**src/rtl/l4_fc_sched.sv**
```systemverilog
// Layer-4 FC sequencer: feeds N_IN operands, captures 4 result groups, drains them downstream.
// Optional watchdog on the ready wait is enabled by defining L4_SCHED_WDOG_EN.
module l4_fc_sched #(
  parameter int unsigned N_IN   = 100,
  parameter int unsigned RD_LAT = 2,
  parameter int unsigned DW     = 18
) (
  input  logic                 clk,
  input  logic                 rst,
  input  logic                 go,
  output logic                 src_rd,
  output logic [6:0]           src_addr,
  input  logic signed [DW-1:0] src_data,
  output logic                 l4_strt,
  output logic signed [DW-1:0] l4_din,
  input  logic                 l4_rdy,
  input  logic [16*DW-1:0]     l4_dout,
  output logic                 l4_tx_done,
  output logic                 out_valid,
  output logic [1:0]           out_grp,
  output logic [16*DW-1:0]     out_data,
  input  logic                 out_ready,
  output logic                 busy,
  output logic                 frame_done
`ifdef L4_SCHED_WDOG_EN
  ,
  output logic                 wdog_err
`endif
);

  localparam int unsigned IW  = $clog2(N_IN);
  localparam int unsigned DLW = (RD_LAT > 2) ? $clog2(RD_LAT - 1) : 1;

  typedef enum logic [3:0] {
    StIdle, StPre, StLoad, StStrt, StAcc, StWaitRdy, StDly, StCap, StClr, StDrain
  } state_e;

  state_e                state_q, state_d;
  logic [1:0]            ph_q;      // ACC phase, reused as CAP group index
  logic [IW-1:0]         idx_q;
  logic [DLW-1:0]        dly_q;
  logic [1:0]            grp_q;
  logic [6:0]            addr_q;
  logic signed [DW-1:0]  din_q;
  logic [16*DW-1:0]      stage_q [4];
  logic                  done_q;
  logic                  last_in, fetch, xfer, start, timeout, abort;

  assign start   = (state_q == StIdle) && go;
  assign last_in = (idx_q == IW'(N_IN - 1));
  assign fetch   = (state_q == StAcc) && (ph_q == 2'd2) && !last_in;
  assign xfer    = (state_q == StDrain) && out_ready;

  always_comb begin
    state_d = state_q;
    unique case (state_q)
      StIdle:    if (go) state_d = StPre;
      StPre:     state_d = StLoad;
      StLoad:    state_d = StStrt;
      StStrt:    state_d = StAcc;
      StAcc:     if (ph_q == 2'd3) state_d = last_in ? StWaitRdy : StStrt;
      StWaitRdy: begin
        if (l4_rdy)       state_d = (RD_LAT > 1) ? StDly : StCap;
        else if (timeout) state_d = StClr;
      end
      StDly:     if (dly_q == DLW'(RD_LAT - 2)) state_d = StCap;
      StCap:     if (ph_q == 2'd3) state_d = StClr;
      StClr:     state_d = abort ? StIdle : StDrain;
      StDrain:   if (out_ready && (grp_q == 2'd3)) state_d = StIdle;
      default:   state_d = StIdle;
    endcase
  end

  always_ff @(posedge clk or posedge rst) begin
    if (rst) begin
      state_q <= StIdle;
      ph_q    <= '0;
      idx_q   <= '0;
      dly_q   <= '0;
      grp_q   <= '0;
      addr_q  <= '0;
      din_q   <= '0;
      done_q  <= 1'b0;
    end else begin
      state_q <= state_d;
      done_q  <= xfer && (grp_q == 2'd3);
      if (start) begin
        ph_q   <= '0;
        idx_q  <= '0;
        addr_q <= '0;
      end else begin
        if ((state_q == StAcc) || (state_q == StCap)) ph_q <= ph_q + 2'd1;
        if ((state_q == StAcc) && (ph_q == 2'd3) && !last_in) idx_q <= idx_q + 1'b1;
        // Address is set one phase early so it is valid alongside the phase-2 strobe
        if ((state_q == StAcc) && (ph_q == 2'd1) && !last_in) addr_q <= 7'(idx_q + 1'b1);
      end
      dly_q <= (state_q == StDly) ? dly_q + 1'b1 : '0;
      if ((state_q == StLoad) || ((state_q == StAcc) && (ph_q == 2'd3) && !last_in)) begin
        din_q <= src_data;
      end
      if (xfer) grp_q <= grp_q + 2'd1;
    end
  end

  // Staging contents are don't-care after reset, so they carry no reset
  always_ff @(posedge clk) begin
    if (state_q == StCap) stage_q[ph_q] <= l4_dout;
  end

`ifdef L4_SCHED_WDOG_EN
  logic [9:0] wd_q;
  logic       abort_q, wdog_err_q;

  assign timeout  = (state_q == StWaitRdy) && !l4_rdy && (wd_q == 10'd1022);
  assign abort    = abort_q;
  assign wdog_err = wdog_err_q;

  always_ff @(posedge clk or posedge rst) begin
    if (rst) begin
      wd_q       <= '0;
      abort_q    <= 1'b0;
      wdog_err_q <= 1'b0;
    end else begin
      wd_q <= (state_q == StWaitRdy) ? wd_q + 10'd1 : '0;
      if (timeout) begin
        abort_q    <= 1'b1;
        wdog_err_q <= 1'b1;
      end else if (state_q == StClr) begin
        abort_q    <= 1'b0;
      end
    end
  end
`else
  assign timeout = 1'b0;
  assign abort   = 1'b0;
`endif

  assign src_rd     = (state_q == StPre) || fetch;
  assign src_addr   = addr_q;
  assign l4_strt    = (state_q == StStrt);
  assign l4_din     = din_q;
  assign l4_tx_done = (state_q == StClr);
  assign out_valid  = (state_q == StDrain);
  assign out_grp    = grp_q;
  assign out_data   = out_valid ? stage_q[grp_q] : '0;
  assign busy       = (state_q != StIdle);
  assign frame_done = done_q;

endmodule
```
**config.mk**
```make
export PLATFORM = sky130hd
export DESIGN_NAME = l4_fc_sched
export DESIGN_NICKNAME = d
export VERILOG_FILES = /design/src/rtl/l4_fc_sched.sv
export SDC_FILE = /design/constraint.sdc
export NUM_CORES = 1
export LEC_CHECK = 0
export BUFFER_PORTS_ARGS = -buffer_cell sky130_fd_sc_hd__buf_2
export CAP_MARGIN = 20
export CORE_ASPECT_RATIO = 0.7
export CORE_MARGIN = 8
export CORE_UTILIZATION = 55
export CTS_CLUSTER_DIAMETER = 40
export DETAILED_ROUTE_END_ITERATION = 7
export HOLD_SLACK_MARGIN = 0.05
export PLACE_DENSITY = 0.77
export SETUP_SLACK_MARGIN = 0.05
export SKIP_LAST_GASP = 1
export SYNTH_ARGS = -nofsm -noshare
export SYNTH_HDL_FRONTEND = slang
export SYNTH_SLANG_ARGS = --single-unit
```
**constraint.sdc**
```tcl
create_clock -name clk -period 18.1 [get_ports clk]
set_input_delay 1.81 -clock clk [delete_from_list [all_inputs] [get_ports clk]]
set_output_delay 1.81 -clock clk [all_outputs]
set_load 0.01 [all_outputs]
```
Word-level counts from Yosys, hierarchy flattened
Memories as Yosys holds them, arrays and structs flattened.
Index checks and enable logic that the tools add are counted.
{"block": "word_totals", "reg_bits": 42, "mem_bits_rw": 1152, "elab_cells": 71, "n_memories": 1, "output_inout_bits": 321, "input_bits": 311}
{"block": "classes", "n_addsub": 4, "mux": 18, "reduce_logical": 20, "eq_ne": 20}
{"memory": "stage_q", "depth": 4, "word_bits": 288, "rd": 1, "rd_ports_with_merged_regs": 0, "wr": 1, "line": "45", "source": "logic [16*DW-1:0] stage_q [4];"}
{"op": "$mux W288", "n": 1}
{"op": "$pmux W4 S10", "n": 1}
{"op": "$mux W7", "n": 4}
{"op": "$mux W4", "n": 6}
{"op": "$eq A4 B3 Y1 const B", "n": 4}
{"op": "$logic_and A1 B1 Y1", "n": 10}
{"op": "$ne A2 B2 Y1 const B", "n": 5}
{"op": "$eq A4 B2 Y1 const B", "n": 2}
{"op": "$eq A4 B4 Y1 const B", "n": 2}
{"op": "$add A7 B1 Y7 const B", "n": 1}
{"op": "$eq A7 B7 Y1 const B", "n": 1}
{"op": "$eq A2 B2 Y1 const B", "n": 3}
{"op": "$reduce_and A6 Y1", "n": 1}
{"op": "$reduce_bool A2 Y1", "n": 3}
{"op": "$add A2 B1 Y2 const B", "n": 2}
{"op": "$eq A4 B1 Y1 const B", "n": 1}
{"op": "$logic_not A4 Y1", "n": 1}
{"op": "$mux W2", "n": 2}
{"op": "$reduce_bool A4 Y1", "n": 1}
{"op": "$logic_or A1 B1 Y1", "n": 3}
{"op": "$mux W1", "n": 3}
{"op": "$mux W3", "n": 1}
{"op": "$eq A2 B1 Y1 const B", "n": 1}
{"op": "$ne A2 B1 Y1 const B", "n": 1}
{"op": "other kinds (2)", "n": 2}

Logic depth before layout (Yosys ltp)
{"block": "logic_depth", "depth_word": 5, "depth_mapped": 7, "depth_no_buf": 5}

Worst setup path before layout
No wires, ideal clock.
{"block": "synth_path", "kind": "register to register", "from": "register state_q[0]", "to": "memory stage_q[0][0] in the netlist's numbering (enable)", "t_required_ns": 17.413, "path_buffers": 2, "period_less_slack_ns": 8.298, "arrival_ns": 7.612, "slack_ns": 9.802, "setup_ns": 0.687, "stages_incl_launch_ff": 6, "cell_sequence": "dfrtp_1 > buf_2 > buf_1 > nand2_1 > nor2_1 > and2_1"}
{"block": "synth_between", "elab_chain_cells": 3}
{"item": "start: declaration", "line": "38", "source": "state_e state_q, state_d;"}
{"item": "start signal: assignment", "line": "76", "source": "state_q <= StIdle;"}
{"item": "start signal: assignment", "line": "85", "source": "state_q <= state_d;"}
{"item": "$eq A4 B3 Y1", "line": "107", "source": "if (state_q == StCap) stage_q[ph_q] <= l4_dout;"}
{"item": "$mux W1", "line": "107"}
{"item": "$mux W1 (implied by the code)", "line": "107"}
{"item": "end: declaration", "line": "45"}
Every way passes these cells.

Worst setup path after layout
{"block": "layout_path", "from": "register grp_q[0], in the netlist out_grp[0]", "to": "output out_data[258]"}
{"block": "layout_between", "elab_chain_cells": 2}
{"item": "start: declaration", "line": "42", "source": "logic [1:0] grp_q;"}
{"item": "start signal: assignment", "line": "101", "source": "if (xfer) grp_q <= grp_q + 2'd1;"}
{"item": "$mem_v2 Z4 W288"}
{"item": "$mux W288", "line": "145", "source": "assign out_data = out_valid ? stage_q[grp_q] : '0;"}
{"item": "end: declaration", "line": "21", "source": "output logic [16*DW-1:0] out_data,"}
Every way passes these cells.

==> results.toml <==
[timing]
setup_viol = 0
setup_tns_ps = 0
finalCritPeriodShare_pct = 33.7
max_freq_mhz = 164
finalCriticalPeriod_ps = 6100
rsz0062_at_grt = "false"
clock_skew_ps = 41.8
finalMaxSlewViolations = 0
max-slew-margin-rel_pct = 25.7
fin_ws_ps = 12000
tightest_slew_ps = 1120
hold_viol_final = 0

[drt]
vias_per_cell = 5.76
dr.pass1.iters = 5
drc = 0
ant_nets = 0
wl_per_cell_um = 25.6
wl_um = 99700
num_vias = 22400
drt_iter0_drc = 2075

[worst_setup_path]
cp_top_family = "buffers and inverters"
crit_buf_inv = 4
path_cells = "buf_16 -> buf_4 -> buf_4 -> mux4_2 -> and2_1 -> buf_2"
critPathMaxStageDelay_ps = 850
crit_type = "flip-flop to output pin"
cp_common_cell = "buf_4"
cp-end-kind = "output pin"
crit_arrival_ps = 4290
critPathRequiredTime_ps = 16290
worstSetupStartpointType = "flip-flop"
cp_max_fo = 47
cp_slowest_cell = "buf_4"

[global_routing]
grt_pass1_wl_um = 148000
grt_pass1_vias = 23500
antenna_found_initial = 52
grt_max_degree = 148
grt_overflow = 0
grt_usage_pct = 21.0

[power]
vdd_drop_max_v = 0.000113
cellPowerDensity_nw_per_um2 = 137
cellLeakagePower_nw = 18.9

[flow_run]
maxCapViolCount = 0

[worst_hold_path]
hold_path.class = "flip-flop to flip-flop"

[floorplan]
core_um2 = 82100
row_count = 88
io_pins = 632
die_h_um = 257
die-area_um2 = 92300
die_x_um = 360
start_util_pct = 55.4

[final_layout]
area_growth_pct = 18.0
mostFrequentLayoutCells = "edfxtp_1 (1152), buf_2 (632), and2_1 (289)"
drive_above_1_share_pct = 41.7
final_common_cell = "edfxtp_1"
fill_cells = 5279
nets = 3001

[logic_synthesis]
synth_edf_count = 1152
synth-async-reset-ratio_pct = 3.52
synth-seq-cells = 1194
syn_nets = 2333
synth_cell_type_count = 48
synth_warnings = 0
synth_top_area_share_pct = 76.1
synth_area_per_cell_um2 = 22.6
syn_inst = 2016
yosysTopAreaCell = "edfxtp_1"
synth_flop_cell = "edfxtp_1"
synthTopCellsByArea = "edfxtp_1 (76%), mux4_2 (14%), and2_1 (4.0%)"
synth-seq-area-share_pct = 78.4
syn-cell-area_um2 = 45500

[clocking]
post_cts_resized = 0
htreeDepth = 3
clock_tree.root_cell = "clkbuf_16"
clockBufferDepth = 3
clock_sinks = 1194
cts_hold_buf = 0
clk_pin_slew_ps = 60
worstSkewPairLatency_ps = 680
cts_tree = "yes"
cts_setup_buffers = 0
cts_buffers = 115

[placed_design]
dp_slack_ps = 12220
port_buffers = 631
place_hpwl_um = 62800
globalplace.congestion = 0.805

[status]
outcome = "finished clean"
sequential cells by signal (all words and copies together), names as in the netlist:
name        count
idx_q           7
frame_done      1
src_addr        7
state_q         4
stage_q      1152
out_grp         2
dly_q           1
l4_din         18
ph_q            2
power breakdown:
group | total (mW) | internal [mW] | switching, mW
Clock | 2.38 | 1.34 | 1.04
Sequential | 3.48 | 3.34 | 0.134
Combinational | 1.48 | 0.756 | 0.726
Total | 7.34 | 5.44 | 1.90
path summary, 6_finish.rpt:
| check | startpoint | to | slack, ps | depth (start not counted) |
|---|---|---|---|---|
| hold / removal | dly_q | dly_q | 470 | 1 |
| min in group asynchronous | rst | l4_din[6] | 1260 | 3 |
| hold reg to reg | dly_q | dly_q | 470 | 1 |
| setup reg to reg | state_q[1] | stage_q[3][243] | 13940 | 5 |
| setup / recovery | out_grp[0] | out_data[258] | 12000 | 6 |
| max in group asynchronous | rst | out_grp[1] | 16340 | 3 |
through the flow:
step | total power, mW | cells | instance area (um2) | util [%] | hold WS, ps
6_report | 7.34 | 3889 | 53700 | 65.3 | 467
5_1_grt | 7.62 | 3880 | 53700 | 65.3 | 473
4_1_cts | 7.41 | 3861 | 53600 | 65.2 | 462
3_5_place_dp | 5.02 | 3646 | 49800 | 60.6 | 432
3_3_place_gp | 4.98 | 3645 | 49800 | 60.6 | 420
2_1_floorplan | 4.71 | 2016 | 45500 | - | 408
synth_stat cells, types with 3 or more instances:
cell type and number:
mux2i_1 5, inv_1 7, edfxtp_1 1152, xor2_1 3, o21ai_0 6, and2_1 293, nand3_1 3, a211oi_1 3
ha_1 6, clkbuf_1 62, nand2_1 11, and3_1 4, buf_2 43, mux4_2 288, nor2_1 15, a21oi_1 6
mux2_4 10, nor2b_1 4, or3_1 3, xnor2_1 7, mux2_2 9, dfrtp_1 42
final cells by class:
type	count	area [um2]	share of cell area [%]
multi-input combinational	706	9340	17.4
antenna	27	67.6	0.126
sequential	1194	35700	66.4
clock buffer	131	2980	5.55
inverter	7	26.3	0.0490
tap	1080	1350	2.52
clock inverter	84	838	1.56
timing repair buffer	660	3420	6.37
logic make-up after synthesis:
family	share of synthesized area, %
and+or+nand+nor	4.72
buffers and inverters	1.12
AOI/OAI and AO/OA	0.482
DFF	78.4
adders and majority gates	0.165
xor gates and xnor gates	0.193
muxes	14.9
metal layers:
metal / track usage (%) / part of all wire, %
met5: 0 / 0.24
met4: 7.60 / 3.3
met3: 6.81 / 9.0
met2: 34.1 / 50
met1: 26.6 / 38
Note: power is estimated with default switching activity, not from simulation.
